$ cat config.mk
export PLATFORM = sky130hd
export DESIGN_NAME = score_keeper
export DESIGN_NICKNAME = d
export VERILOG_FILES = /design/src/rtl/score_keeper.sv
export SDC_FILE = /design/constraint.sdc
export NUM_CORES = 1
export LEC_CHECK = 0
export ABC_CLOCK_PERIOD_IN_PS = 3300
export CAP_MARGIN = 25
export CELL_PAD_IN_SITES_DETAIL_PLACEMENT = 2
export CELL_PAD_IN_SITES_GLOBAL_PLACEMENT = 2
export CORE_MARGIN = 1
export CORE_UTILIZATION = 33
export CTS_CLUSTER_DIAMETER = 120
export CTS_CLUSTER_SIZE = 30
export DETAILED_ROUTE_END_ITERATION = 12
export PLACE_DENSITY = 0.83
export SLEW_MARGIN = 15
export SYNTH_ARGS = -nofsm -noshare
export SYNTH_HDL_FRONTEND = slang
export SYNTH_SLANG_ARGS = --single-unit
$ cat constraint.sdc
create_clock -name clock -period 3.3 [get_ports clock]
set_input_delay 0.33 -clock clock [delete_from_list [all_inputs] [get_ports clock]]
set_output_delay 0.33 -clock clock [all_outputs]
set_load 0.01 [all_outputs]
$ cat src/rtl/score_keeper.sv
// score_keeper: game-side score tracker feeding the two-digit score display.
// Turns round-result strobes (start/pass/fail) into a score with streak bonus,
// keeps the session high score, and alternates final/high score on game over.
//
// Display load interface: number is registered together with change_score.
// change_score is high for exactly one cycle, and number already holds the new
// value in that same cycle. The display has no back-pressure, so the strobe is
// never held or repeated. A pulse therefore means "load number now".
module score_keeper #(
  parameter int MAX_SCORE   = 99,
  parameter int STREAK_LEN  = 5,
  parameter int BONUS       = 2,
  parameter int SHOW_CYCLES = 50000000
) (
  input  logic       clock,
  input  logic       resetn,
  input  logic       start,
  input  logic       pass,
  input  logic       fail,
  output logic [7:0] number,
  output logic       change_score,
  output logic       game_over,
  output logic       new_high,
  output logic [7:0] high_score
);

  typedef enum logic [1:0] {
    IDLE = 2'd0,
    PLAY = 2'd1,
    OVER = 2'd2
  } state_t;

  localparam int              CW            = $clog2(SHOW_CYCLES);
  localparam logic [CW-1:0]   CNT_LAST      = CW'(SHOW_CYCLES - 1);
  localparam logic [8:0]      MAX9          = 9'(MAX_SCORE);
  localparam logic [8:0]      ADD_BONUS     = 9'(1 + BONUS);
  localparam logic [15:0]     STREAK_TARGET = 16'(STREAK_LEN);

  state_t        state;
  logic          start_prev;
  logic          pass_prev;
  logic          fail_prev;
  logic          ev_start;
  logic          ev_pass;
  logic          ev_fail;
  logic [7:0]    score;
  logic [15:0]   streak;
  logic          show_high;
  logic [CW-1:0] show_cnt;
  logic [15:0]   streak_next;
  logic [15:0]   streak_after;
  logic [8:0]    add;
  logic [8:0]    sum;
  logic [7:0]    score_after;

  // Rising-edge detection and the score/streak update a pass would cause.
  // The sum is kept 9 bits wide so a saturated score cannot wrap to zero.
  always_comb begin
    ev_start     = start & ~start_prev;
    ev_pass      = pass  & ~pass_prev;
    ev_fail      = fail  & ~fail_prev;
    streak_next  = streak + 16'd1;
    add          = 9'd1;
    streak_after = streak_next;
    if ((STREAK_LEN != 0) && (streak_next == STREAK_TARGET)) begin
      add          = ADD_BONUS;
      streak_after = '0;
    end
    sum         = {1'b0, score} + add;
    score_after = (sum > MAX9) ? MAX9[7:0] : sum[7:0];
  end

  // Game FSM with registered display outputs. A start edge wins in every
  // state, so it is handled ahead of the per-state behaviour.
  always_ff @(posedge clock) begin
    if (!resetn) begin
      state        <= IDLE;
      start_prev   <= 1'b1;
      pass_prev    <= 1'b1;
      fail_prev    <= 1'b1;
      score        <= '0;
      streak       <= '0;
      high_score   <= '0;
      number       <= '0;
      show_cnt     <= '0;
      show_high    <= 1'b0;
      change_score <= 1'b0;
      game_over    <= 1'b0;
      new_high     <= 1'b0;
    end else begin
      start_prev   <= start;
      pass_prev    <= pass;
      fail_prev    <= fail;
      change_score <= 1'b0;
      if (ev_start) begin
        state        <= PLAY;
        score        <= '0;
        streak       <= '0;
        number       <= '0;
        change_score <= 1'b1;
        game_over    <= 1'b0;
        new_high     <= 1'b0;
        show_high    <= 1'b0;
        show_cnt     <= '0;
      end else begin
        case (state)
          IDLE: begin
            number <= high_score;
          end
          PLAY: begin
            if (ev_fail) begin
              state        <= OVER;
              game_over    <= 1'b1;
              number       <= score;
              change_score <= 1'b1;
              show_cnt     <= '0;
              show_high    <= 1'b0;
              if (score > high_score) begin
                high_score <= score;
                new_high   <= 1'b1;
              end else begin
                new_high <= 1'b0;
              end
            end else if (ev_pass) begin
              score        <= score_after;
              streak       <= streak_after;
              number       <= score_after;
              change_score <= 1'b1;
            end
          end
          OVER: begin
            // The final score stays in score while the display alternates.
            if (show_cnt == CNT_LAST) begin
              show_cnt     <= '0;
              show_high    <= ~show_high;
              number       <= show_high ? score : high_score;
              change_score <= 1'b1;
            end else begin
              show_cnt <= show_cnt + 1'b1;
            end
          end
          default: begin
            state <= IDLE;
          end
        endcase
      end
    end
  end

endmodule

==> flow_metrics.tcl, run 1 <==
set metrics [dict create \
    grt_max_degree 29 \
    grt.total_usage_pct 22.4 \
    status "complete, but fails checks" \
    synthTopCellsByCount "dfxtp_1, nor2_1, nand2_1" \
    holdBufCountCts 0 \
    finalSetupTns_ps -756 \
    swShare_pct 25.0 \
    worstSetupEndpointType "flip-flop" \
    vias_per_cell 5.47 \
    final_cells 721 \
    multiInputGateArea_um2 2650 \
    worst_slew_pin_slew_ps 683 \
    antenna_found_initial 0 \
    cp_slowest_cell "dfxtp_4" \
    leakage_nw 1.89 \
    die_h_um 114 \
    yosysSeqAreaShare_pct 36.2 \
    p_switching_uw 488 \
    comb_power_share_pct 4.1 \
    min_period_ps 3430 \
    fp-row-count 40 \
    grt_pass1_vias 4276 \
    fmax_mhz 291 \
    synth_cell_types 61 \
    slew_viol_final 0 \
    crit_path_max_fanout 5 \
    synth.area.top_cells "dfxtp_1, nor2_1, xor2_1, ha_1, nand2_1" \
    hp-start "number[4]$_SDFFE_PP0P_" \
    firstDrtPassIters 4 \
    n_antenna_cell 0 \
    insertion_delay_ps 350 \
    cts_buffers 9 \
    rr_worst_depth 15 \
    totalWireLength_um 14800 \
    vdd.ir_drop.worst_mv 0.232 \
    synth_top_area_share_pct 36.2 \
    violations "negative setup slack" \
    dp_hpwl_um 9660 \
    clockPowerShare_pct 49.2 \
    ys.flop_type "dfxtp_1" \
    synthArstFlopShare_pct 0 \
    ys_seq_elements 75 \
    hold_viol_final 0 \
    synth_edf_count 0 \
    syn-mean-instance-area_um2 8.27 \
    grt-ovfl-total 0 \
    path_class "reg2reg" \
    finalSetupViolCount 8 \
    h-tree-depth 3 \
    critPathRequiredTime_ps 3540 \
    hold_path_end "number[4]$_SDFFE_PP0P_" \
    numClockSinks 75 \
    r2r-end "score[0]$_SDFFE_PP0P_" \
    pin_count 24 \
    coreArea_um2 12100 \
    mappedNetlistArea_um2 4140 \
    yosysWarningCount 0 \
    finalNetCount 571 \
    drtAntennaViolNets 0 \
    wire_per_inst_um 20.6 \
    drv_cap 0 \
    hold_slack_ps 496 \
    drcViolationCount 0 \
    die_w_um 114 \
    gp_congestion 0.816 \
    syn_inst 501 \
    dp_cells 693 \
    seqPwrFrac_pct 46.7 \
    yosysMostFrequentCell "dfxtp_1" \
    power_per_cell_area_nw_per_um2 372 \
    clock-root-buffer "clkbuf_16" \
    cp-start-kind "flip-flop" \
    path_cells "ha_4, nor3b_1, a21oi_1, nor4_2, o21ai_1, nor2_4, ha_4, a21oi_4, nand4bb_1, mux2i_2, o31a_1, buf_6, buf_6, nand3_2, o211a_1" \
    design.die.area_um2 13000 \
    synthesis.nets 524 \
    yosys.area.top_type "dfxtp_1" \
    drt-initial-drc-count 176 \
    worstHoldPathCells 2 \
    grt_pass1_wl_um 22300 \
    arrival_ps 3680 \
    rsz0062_at_grt "true" \
    vias 3941 \
    clk_pin_slew_ps 60 \
    seq_area_um2 1520 \
    initial_core_util_pct 34.2 \
    finalClockSkew_ps 7.57 \
    p_int_mw 1.47 \
    setup_ws_ps -131 \
    port_buffers 23 \
    ff2ff_setup_slack_ps -130 \
    r2r-start "streak[0]$_SDFFE_PP0P_" \
    cpPeakStageDelay_ps 380 \
    drive_gt1_share_pct 17.9 \
    cts_tree "yes" \
    hold_path.class "reg2reg" \
    slew-limit-headroom_pct 54.1 \
    area_delta_synth_final_pct 27.1 \
    fin_crit_sh_pct 104 \
    clk_path_buf_depth 2 \
    place_ws_ps -256 \
    fillers 1370 \
]
## kinds of logic after synthesis
family	after synthesis	synth area share [%]
fa+ha+maj	18	5.62
compound gates	90	15.3
mux	11	2.66
flops	75	36.2
buf+inv	43	4.17
xor+xnor	43	9.09
simple gates	221	26.9
## flip-flops by register name, indices dropped and copies added, names as in the netlist
register / flops
score: 8
new_high: 1
fail_prev: 1
show_high: 1
streak: 16
change_score: 1
pass_prev: 1
high_score: 8
number: 8
game_over: 1
state: 2
start_prev: 1
show_cnt: 26
## stage by stage
stage / util, % / power (mW) / cell area (µm²)
after floorplan: - / 0.982 / 4160
after global placement: 38.7 / 1.01 / 4690
after detailed placement: 38.7 / 1.01 / 4690
after CTS: 41.5 / 1.96 / 5030
after global routing: 43.5 / 2.02 / 5270
final: 43.5 / 1.96 / 5270
## area by class of cell
type	instances	share of cell area, %
Timing Repair Buffer	60	10.1
Tap cell	168	3.99
Inverter	19	1.35
Multi-Input combinational cell	383	50.4
Clock buffer	11	4.61
Sequential cell	75	28.9
Clock inverter	5	0.713
## how the worst max path moves through the flow
stage	depth (start not counted)	startpoint	slack, ps	endpoint
6_report	15	streak[0]$_SDFFE_PP0P_	-130	score[0]$_SDFFE_PP0P_
5_1_grt	15	streak[0]$_SDFFE_PP0P_	-330	score[0]$_SDFFE_PP0P_
4_1_cts	14	streak[8]$_SDFFE_PP0P_	3	number[1]$_SDFFE_PP0P_
3_5_place_dp	13	streak[0]$_SDFFE_PP0P_	-260	number[2]$_SDFFE_PP0P_
3_3_place_gp	13	streak[4]$_SDFFE_PP0P_	20	score[0]$_SDFFE_PP0P_
2_1_floorplan	13	streak[7]$_SDFFE_PP0P_	70	score[1]$_SDFFE_PP0P_
## worst max-delay path, delay by kind of cell (launching register included)
kind / cells / cell delay (ps)
simple gates: 5 / 1090
flops: 1 / 380
compound gates: 5 / 880
mux: 1 / 310
fa+ha+maj: 2 / 400
buf+inv: 2 / 240
## power groups by stage
stage | Combinational [mW] | Clock, mW | Sequential, mW
after floorplan | 0.0469 | 0 | 0.936
after global placement | 0.0746 | 0 | 0.935
after detailed placement | 0.0765 | 0 | 0.935
after CTS | 0.0783 | 0.971 | 0.915
after global routing | 0.0872 | 1.02 | 0.913
final | 0.0806 | 0.962 | 0.913
## layout by cell type (no fill, tap or decap), types with 4 or more instances in the layout
cell,instances
a21o_1,6
a21oi_1,15
a31oi_1,4
and2_1,10
and3_1,6
and4_1,5
buf_4,31
buf_6,6
clkbuf_16,9
clkdlybuf4s50_1,23
dfxtp_1,66
dfxtp_2,6
ha_1,15
inv_1,19
mux2i_1,9
nand2_1,50
nand2b_1,8
nand3_1,19
nand4_1,15
nor2_1,61
nor3_1,6
nor3b_1,5
nor4_1,5
o211ai_1,6
o21a_1,4
o21ai_0,15
or3_1,4
xnor2_1,15
xor2_1,26
## routing by layer
layer / global-route usage, % / wire (µm) / up-vias
li1: - / - / 1859
met1: 27.2 / 6420 / 1984
met2: 38.8 / 7640 / 70
met3: 5.08 / 452 / 28
met4: 7.79 / 311 / 0
met5: 0 / 0 / -
## repair_timing
action                     CTS  global route
pin swaps                    0            18
buffers inserted             3             9
setup endpoints to repair   12            12
cloned                       0             0
resized for setup           12            36
No activity file was read; power rests on OpenSTA's default activity.
==> run 2: changes to the inputs <==
Settings changed: HOLD_SLACK_MARGIN from default to 0.06, MAX_ROUTING_LAYER from default to met4.
==> run 2 against run 1 <==
Against the previous run:
- the run still ends with negative setup slack left
- clock-buffer cell count stayed put
- register-to-register slack hardly changed
- total power is 0.40% lower
- via count is 0.36% higher
- critical path depth stayed put
- sequential power hardly changed
- cell area stayed put
- die area stayed put
- global-route usage is 0.63 points higher
- cell count stayed put
- non-clock buffer count stayed put
- critical path type unchanged
- highest routed layer unchanged
==> flow_metrics.tcl, run 2 (synthesis results as in run 1) <==
set metrics [dict create \
    status "complete, but fails checks" \
    violations "negative setup slack" \
    cp-start-kind "flip-flop" \
    reg_top3 "show_cnt (26), streak (16)" \
    gp_congestion 0.828 \
    critPathRequiredTime_ps 3550 \
    design.die.area_um2 13000 \
    fp-row-count 40 \
    slew-limit-headroom_pct 53.8 \
    met2_length_um 7700 \
    grt_pass1_wl_um 22300 \
    power.total_mw 1.95 \
    initial_core_util_pct 34.2 \
    crit_path_max_fanout 5 \
    drtAntennaViolNets 0 \
    drv_cap 0 \
    path_class "reg2reg" \
    clk_path_buf_depth 2 \
    finalClockSkew_ps 8.51 \
    numClockSinks 75 \
    hold_path.class "reg2reg" \
    grt.total_usage_pct 23.0 \
    slew_viol_final 0 \
    leakage_nw 1.89 \
    drt-initial-drc-count 201 \
    worst_slew_pin_slew_ps 690 \
    fmax_mhz 291 \
    coreArea_um2 12100 \
    vias_per_cell 5.49 \
    dp_cells 693 \
    vdd.ir_drop.worst_mv 0.230 \
    final_common_cell "dfxtp_1" \
    final_cells 721 \
    drcViolationCount 0 \
    arrival_ps 3680 \
    drive_gt1_share_pct 17.9 \
    firstDrtPassIters 4 \
    dp_hpwl_um 9660 \
    grt_max_degree 29 \
    largest_register "show_cnt" \
    rr_worst_depth 15 \
    clk_pin_slew_ps 60 \
    insertion_delay_ps 350 \
    port_buffers 23 \
    grt_pass1_vias 4276 \
    finalSetupViolCount 10 \
    wl_met3_um 354 \
    totalWireLength_um 14800 \
    clock-root-buffer "clkbuf_16" \
    highest_layer "met4" \
    pin_count 24 \
    power_per_cell_area_nw_per_um2 370 \
    worstHoldPathCells 2 \
    cts_tree "yes" \
    antenna_found_initial 0 \
    largest_reg_flops 26 \
    drt-met1-wl_um 6460 \
    area_delta_synth_final_pct 27.1 \
    final_cell_mix "dfxtp_1, nor2_1, nand2_1" \
    min_period_ps 3440 \
    h-tree-depth 3 \
    finalNetCount 571 \
    rsz0062_at_grt "true" \
    setup_ws_ps -135 \
    fillers 1370 \
    wire_per_inst_um 20.5 \
    grt-ovfl-total 0 \
    cts_buffers 9 \
    holdBufCountCts 0 \
    die_w_um 114 \
    worstSetupEndpointType "flip-flop" \
    die_h_um 114 \
    fin_crit_sh_pct 104 \
    n_antenna_cell 0 \
    hold_slack_ps 495 \
    hold_viol_final 0 \
    vias 3955 \
]
run 2: path summary, 6_finish.rpt:
| kind | startpoint | endpoint | slack (ps) |
|---|---|---|---|
| setup / recovery | streak[0]$_SDFFE_PP0P_ | score[0]$_SDFFE_PP0P_ | -140 |
| hold / removal | number[4]$_SDFFE_PP0P_ | number[4]$_SDFFE_PP0P_ | 490 |
| setup reg to reg | streak[0]$_SDFFE_PP0P_ | score[0]$_SDFFE_PP0P_ | -140 |
| hold reg to reg | number[4]$_SDFFE_PP0P_ | number[4]$_SDFFE_PP0P_ | 490 |
run 2: area by class of cell:
type                            instances  area (µm²)  share of cell area (%)
Inverter                               19        71.3                    1.35
Sequential cell                        75        1520                    28.9
Timing Repair Buffer                   60         531                    10.1
Tap cell                              168         210                    3.99
Clock buffer                           11         243                    4.61
Clock inverter                          5        37.5                   0.713
Multi-Input combinational cell        383        2650                    50.4
run 2: metrics by stage:
step                instance area, µm²  utilization [%]  setup TNS [ps]  setup WS, ps
detailed placement                4690             38.7           -1790          -256
finish                            5270             43.5            -816          -135
global route                      5270             43.5           -3020          -334
global placement                  4690             38.7               0          24.4
CTS                               5030             41.5               0          2.51
floorplan                         4160                -               0          65.8
run 2: worst max-delay path, stage by stage (launching register included):
cell       delay [ps]
dfxtp_4           390
ha_4              170
nor3b_1           300
a21oi_1           110
nor4_2            330
o21ai_1           170
nor2_4            180
ha_4              230
a21oi_4           190
nand4bb_1         220
mux2i_2           310
o31a_1            270
buf_6             140
buf_6             100
nand3_2            70
o211a_1           150
run 2: report_power, final:
part	internal [mW]	switching (mW)
Clock	0.533	0.422
Combinational	0.0260	0.0546
Sequential	0.909	0.00447
run 2: repair_timing:
item                                   in CTS  in global routing
endpoints found under the hold margin       0                  0
setup endpoints to repair                  12                 12
buffers inserted                            3                  9
pin swaps                                   0                 18
gates resized for setup                    12                 36
run 2: metal layers:
metal,vias up,track usage [%]
li1,1866,-
met1,2003,27.1
met2,62,38.9
met3,24,5.08
met4,0,7.79
met5,-,-
==> run 3: changes to the inputs <==
Settings changed: HOLD_SLACK_MARGIN 0.06 to 0.1.
==> results of run 3 <==
The final DEF is identical to that of run 2; final timing and power are the same.
==> RTL change 1 (settings of run 1) <==
Set the parameter `SHOW_CYCLES` to 100000000 (it was 50000000).
--- a/src/rtl/score_keeper.sv
+++ b/src/rtl/score_keeper.sv
@@ -12,3 +12,3 @@
   parameter int BONUS       = 2,
-  parameter int SHOW_CYCLES = 50000000
+  parameter int SHOW_CYCLES = 100000000
 ) (
Behaviour: no difference found for any inputs over 10 cycles, from zero or initial values and one cycle with resetn low; that may be too few to reach the edited logic, so the function may still have changed.
==> RTL change 1 against run 1 <==
- the flow still finishes with violations (negative setup slack)
- cell area up 8.8%
- setup slack worse by 0.31 ns
- maximum frequency down 8.2%
- sequential cell count up 1
- via count up 15%
- sequential share of layout area down 2.1 points
- routed wire length up 35%
- area after synthesis up 5.5%
- combinational power up 40%
- power up 15%
- critical path type unchanged
- highest routed layer unchanged
==> RTL change 1: results (changes against run 1) <==
stage	metric	value	unit	change
outcome	status	finished with violations		
worst_setup_path	crit_slowest_cell	or4_4		
route	routed_wl	20000	um	+35%
place	dp.cells	743		+7.2%
pwr	swShare	24.3	%	-0.67 points
timing	timing.slew.headroom	45.1	%	-9.0 points
global_routing	grt_max_degree	32		+10%
layout	top_regs	show_cnt (27), streak (16)		
logic_synthesis	synth.area.top_cells	dfxtp_1 35%, nor2_1 6.4%, ha_1 4.9%		
logic_synthesis	avgSynthCellArea	8.20	um2	-0.87%
timing	setup_tns	-3.43	ns	-2.68 ns
logic_synthesis	ys_seq_area_share	34.8	%	-1.4 points
global_routing	grt_use_met2	44.3	%	+5.5 points
clock_network	cts_resized	30		+18
timing	finalSetupViolCount	12		+4
place	gp_congestion	0.866		+6.1%
timing	layout_setup_ws	-0.437	ns	-0.305 ns
outcome	violations	negative setup slack		
pwr	p_total	2.24	mW	+15%
pwr	seqPwrFrac	41.5	%	-5.2 points
clock_network	cts_setup_buffers	9		+6
pwr	ir_drop	0.442	mV	+91%
global_routing	grt_pass1_wl	26000	um	+16%
layout	final_nets	620		+8.6%
worst_setup_path	crit_arrival	3.98	ns	+0.30 ns
route	dr_wl_met2	10000	um	+32%
route	drt-initial-drc-count	340		+93%
worst_setup_path	max_stage_delay	0.60	ns	+0.22 ns
pwr	p_comb_share	5.0	%	+0.9 points
RTL change 1: changes by cell type in the layout (fill, tap and decap cells not counted), sizes merged, moves of 4 or more:
cell	before	now
nand4	15	11
nand3	23	27
and3	7	12
a21oi	17	26
a31oi	4	9
o211ai	6	2
a221oi	4	0
nor2b	2	14
nor3	7	12
buf	37	55
xnor2	16	22
nor2	64	75
RTL change 1: area by class of cell:
type                    instances  area, um2  area share (%)
clock inverters                 7        115            2.01
clock buffers                   9        225            3.93
repair buffers                 78        674            11.8
multi-input cells             414       2900            50.6
flip-flops and latches         76       1530            26.8
inverters                      18       67.6            1.18
well taps                     172        215            3.76
RTL change 1: worst paths after layout:
| kind | cells past startpoint | end | startpoint | slack [ns] |
|---|---|---|---|---|
| max | 16 | score[3]$_SDFFE_PP0P_ | streak[0]$_SDFFE_PP0P_ | -0.44 |
| min | 2 | streak[0]$_SDFFE_PP0P_ | streak[0]$_SDFFE_PP0P_ | 0.53 |
| max reg2reg | 16 | score[3]$_SDFFE_PP0P_ | streak[0]$_SDFFE_PP0P_ | -0.44 |
| min reg2reg | 2 | streak[0]$_SDFFE_PP0P_ | streak[0]$_SDFFE_PP0P_ | 0.53 |
RTL change 1: cells by family after synthesis:
family / share of synthesized area (%)
xor gates and xnor gates: 9.22
buffers and inverters: 4.61
AOI/OAI and AO/OA: 15.0
muxes: 2.75
DFF: 34.8
and+or+nand+nor: 28.3
adders and majority gates: 5.32
RTL change 1: metrics by stage:
stage | instance area, um2 | setup slack, ns | utilization, %
finish | 5730 | -0.437 | 44.8
global route | 5730 | -0.597 | 44.8
CTS | 5510 | -0.199 | 43.1
detailed placement | 4980 | -0.368 | 39.0
global placement | 4980 | -0.100 | 39.0
floorplan | 4370 | 0.0277 | -
==> RTL change 2 (config.mk and constraints of run 1) <==
Made on the original files. Reset style: asynchronous (`resetn`), changed in one clocked block.
--- a/src/rtl/score_keeper.sv
+++ b/src/rtl/score_keeper.sv
@@ -74,3 +74,3 @@
   // state, so it is handled ahead of the per-state behaviour.
-  always_ff @(posedge clock) begin
+  always_ff @(posedge clock or negedge resetn) begin
     if (!resetn) begin
Formal check against the unedited RTL: differs if resetn is asserted again (counterexample within 4 cycles, from zero or initial values and one cycle with resetn low); with resetn held inactive, the same outputs for 10 cycles.
==> RTL change 2 against run 1 <==
- the run still ends with negative setup slack left
- cell area rose by 18%
- via count grew 17%
- sequential cell count unchanged
- area after synthesis increased by 10%
- setup slack worse by 0.59 ns
- cell count rose by 6.9%
- routed wire length grew 43%
- first-iteration DRC count up 94%
- global-route usage up 4.6 points
- largest cell class unchanged
Power is not compared: it rests on default switching activity, and its combinational part moved more than twofold at a synthesized area within 25%.
==> RTL change 2: results (changes against run 1) <==
stage	metric	value	unit	change
global_routing	antenna_found_initial	0		unchanged
clock_network	cts.clk_slew.worst_paths	0.07	ns	
timing	tightest_slew	1.08	ns	+0.396 ns
global_routing	grt_usage	27.0	%	+4.6 points
place	pre_cts_ws	-0.523	ns	-0.267 ns
clock_network	cts_setup_buffers	6		+3
timing	clock_skew	0.0113	ns	+0.00369 ns
global_routing	grt_pass1_wl	29300	um	+31%
global_routing	grt_max_degree	76		+160%
timing	layout_setup_ws	-0.724	ns	-0.592 ns
worst_setup_path	crit_path_end_kind	flop		
hold_path	holdCritPathClass	primary input to asynchronous set/reset pin		
logic_synthesis	synthArstFlopShare	100	%	+100 points
route	drt_pass1_iterations	5		+1
logic_synthesis	synth_cell_types	69		+13%
route	routed-via-count	4605		+17%
worst_setup_path	r2r_start	streak[1]$_DFFE_PN0P_		
logic_synthesis	syn-num-nets	538		+2.7%
clock_network	cts_resized	24		+12
logic_synthesis	synth.top_cells.by_count	72 x dfrtp_1, 67 x nor2_1, 43 x nand2_1		
worst_setup_path	reg2reg_to	number[0]$_DFFE_PN0P_		
worst_setup_path	crit_fanout	6		+1
route	drt-initial-drc-count	342		+94%
worst_setup_path	crit_arrival	4.29	ns	+0.61 ns
outcome	status	finished with violations		
logic_synthesis	avgSynthCellArea	8.87	um2	+7.2%
place	dpl_cell_area	5300	um2	+13%
logic_synthesis	synth.area.top_cells	dfrtp_1 39%, nor2_1 5.5%, xor2_1 4.4%		
logic_synthesis	ys_seq_area_share	41.1	%	+4.9 points
global_routing	grt_pass1_vias	5013		+17%
layout	final_nets	612		+7.2%
clock_network	cts_buffer_depth	2		unchanged
layout	fill_cells	1380		+0.73%
logic_synthesis	synth_ff_type	dfrtp_1		
timing	finalSetupViolCount	14		+6
layout	drive_gt1_share	26.1	%	+8.1 points
outcome	violations	negative setup slack		
## RTL change 2: worst max-delay path, cell delays in order (launching register included)
cell and delay, ns:
dfrtp_2 0.43, buf_4 0.15, nand3_4 0.18, buf_4 0.22, o31ai_4 0.24, o41ai_4 0.15
nand4_1 0.19, nor3_4 0.06, fa_2 0.60, nand2b_4 0.11, a2111oi_2 0.44, o21ai_0 0.22
o211ai_1 0.30, buf_4 0.22, nand4_1 0.16, a211oi_2 0.24
## RTL change 2: cell type report
class / count / area [um2] / area share (%)
clock buffer: 12 / 256 / 4.13
clock inverter: 4 / 48.8 / 0.785
inverter: 26 / 97.6 / 1.57
multi-input combinational: 387 / 2920 / 46.9
sequential: 75 / 1880 / 30.3
tap: 176 / 220 / 3.54
timing repair buffer: 91 / 791 / 12.7
## RTL change 2: per-stage QoR
stage / cells / setup TNS, ns
2_1_floorplan: 516 / 0
3_3_place_gp: 734 / -0.577
3_5_place_dp: 734 / -5.25
4_1_cts: 756 / -2.44
5_1_grt: 771 / -8.35
6_report: 771 / -6.90
## RTL change 2: worst min path at each step
stage | from | endpoint | slack, ns | cells past startpoint
2_1_floorplan | resetn | change_score$_DFF_PN0_ | 0.03 | 0
3_5_place_dp | new_high$_DFFE_PN0P_ | new_high$_DFFE_PN0P_ | 0.51 | 1
5_1_grt | resetn | streak[2]$_DFFE_PN0P_ | 0.43 | 2
4_1_cts | resetn | show_cnt[19]$_DFFE_PN0P_ | 0.19 | 1
6_report | resetn | streak[2]$_DFFE_PN0P_ | 0.40 | 2
3_3_place_gp | show_cnt[1]$_DFFE_PN0P_ | show_cnt[1]$_DFFE_PN0P_ | 0.49 | 2
## RTL change 2: routing by layer
layer | GRT usage (%) | vias to the layer above | routed length (um)
met5 | 0 | - | 0
met4 | 13.7 | 0 | 963
met3 | 4.09 | 67 | 778
met2 | 46.9 | 155 | 11000
met1 | 32.2 | 2395 | 8450
li1 | - | 1988 | -
## RTL change 2: power groups by stage
stage	Sequential, mW	Clock [mW]	Combinational (mW)
2_1_floorplan	1.09	0	0.749
4_1_cts	1.11	1.05	1.30
6_report	1.13	1.06	1.55
5_1_grt	1.14	1.09	1.63
3_5_place_dp	1.12	0	1.21
3_3_place_gp	1.11	0	1.15
## RTL change 2: cells by family (layout without fill, tap and decap cells)
| logic type | after synthesis | after routing | synth area share [%] |
|---|---|---|---|
| AND/OR/NAND/NOR | 218 | 218 | 23.7 |
| XOR/XNOR | 38 | 38 | 7.27 |
| AO/OA/AOI/OAI | 99 | 99 | 15.2 |
| multiplexers | 15 | 15 | 3.42 |
| adder cells (fa/ha/maj) | 17 | 17 | 4.81 |
| flip-flops | 75 | 75 | 41.1 |
| buffers and inverters | 54 | 133 | 4.51 |
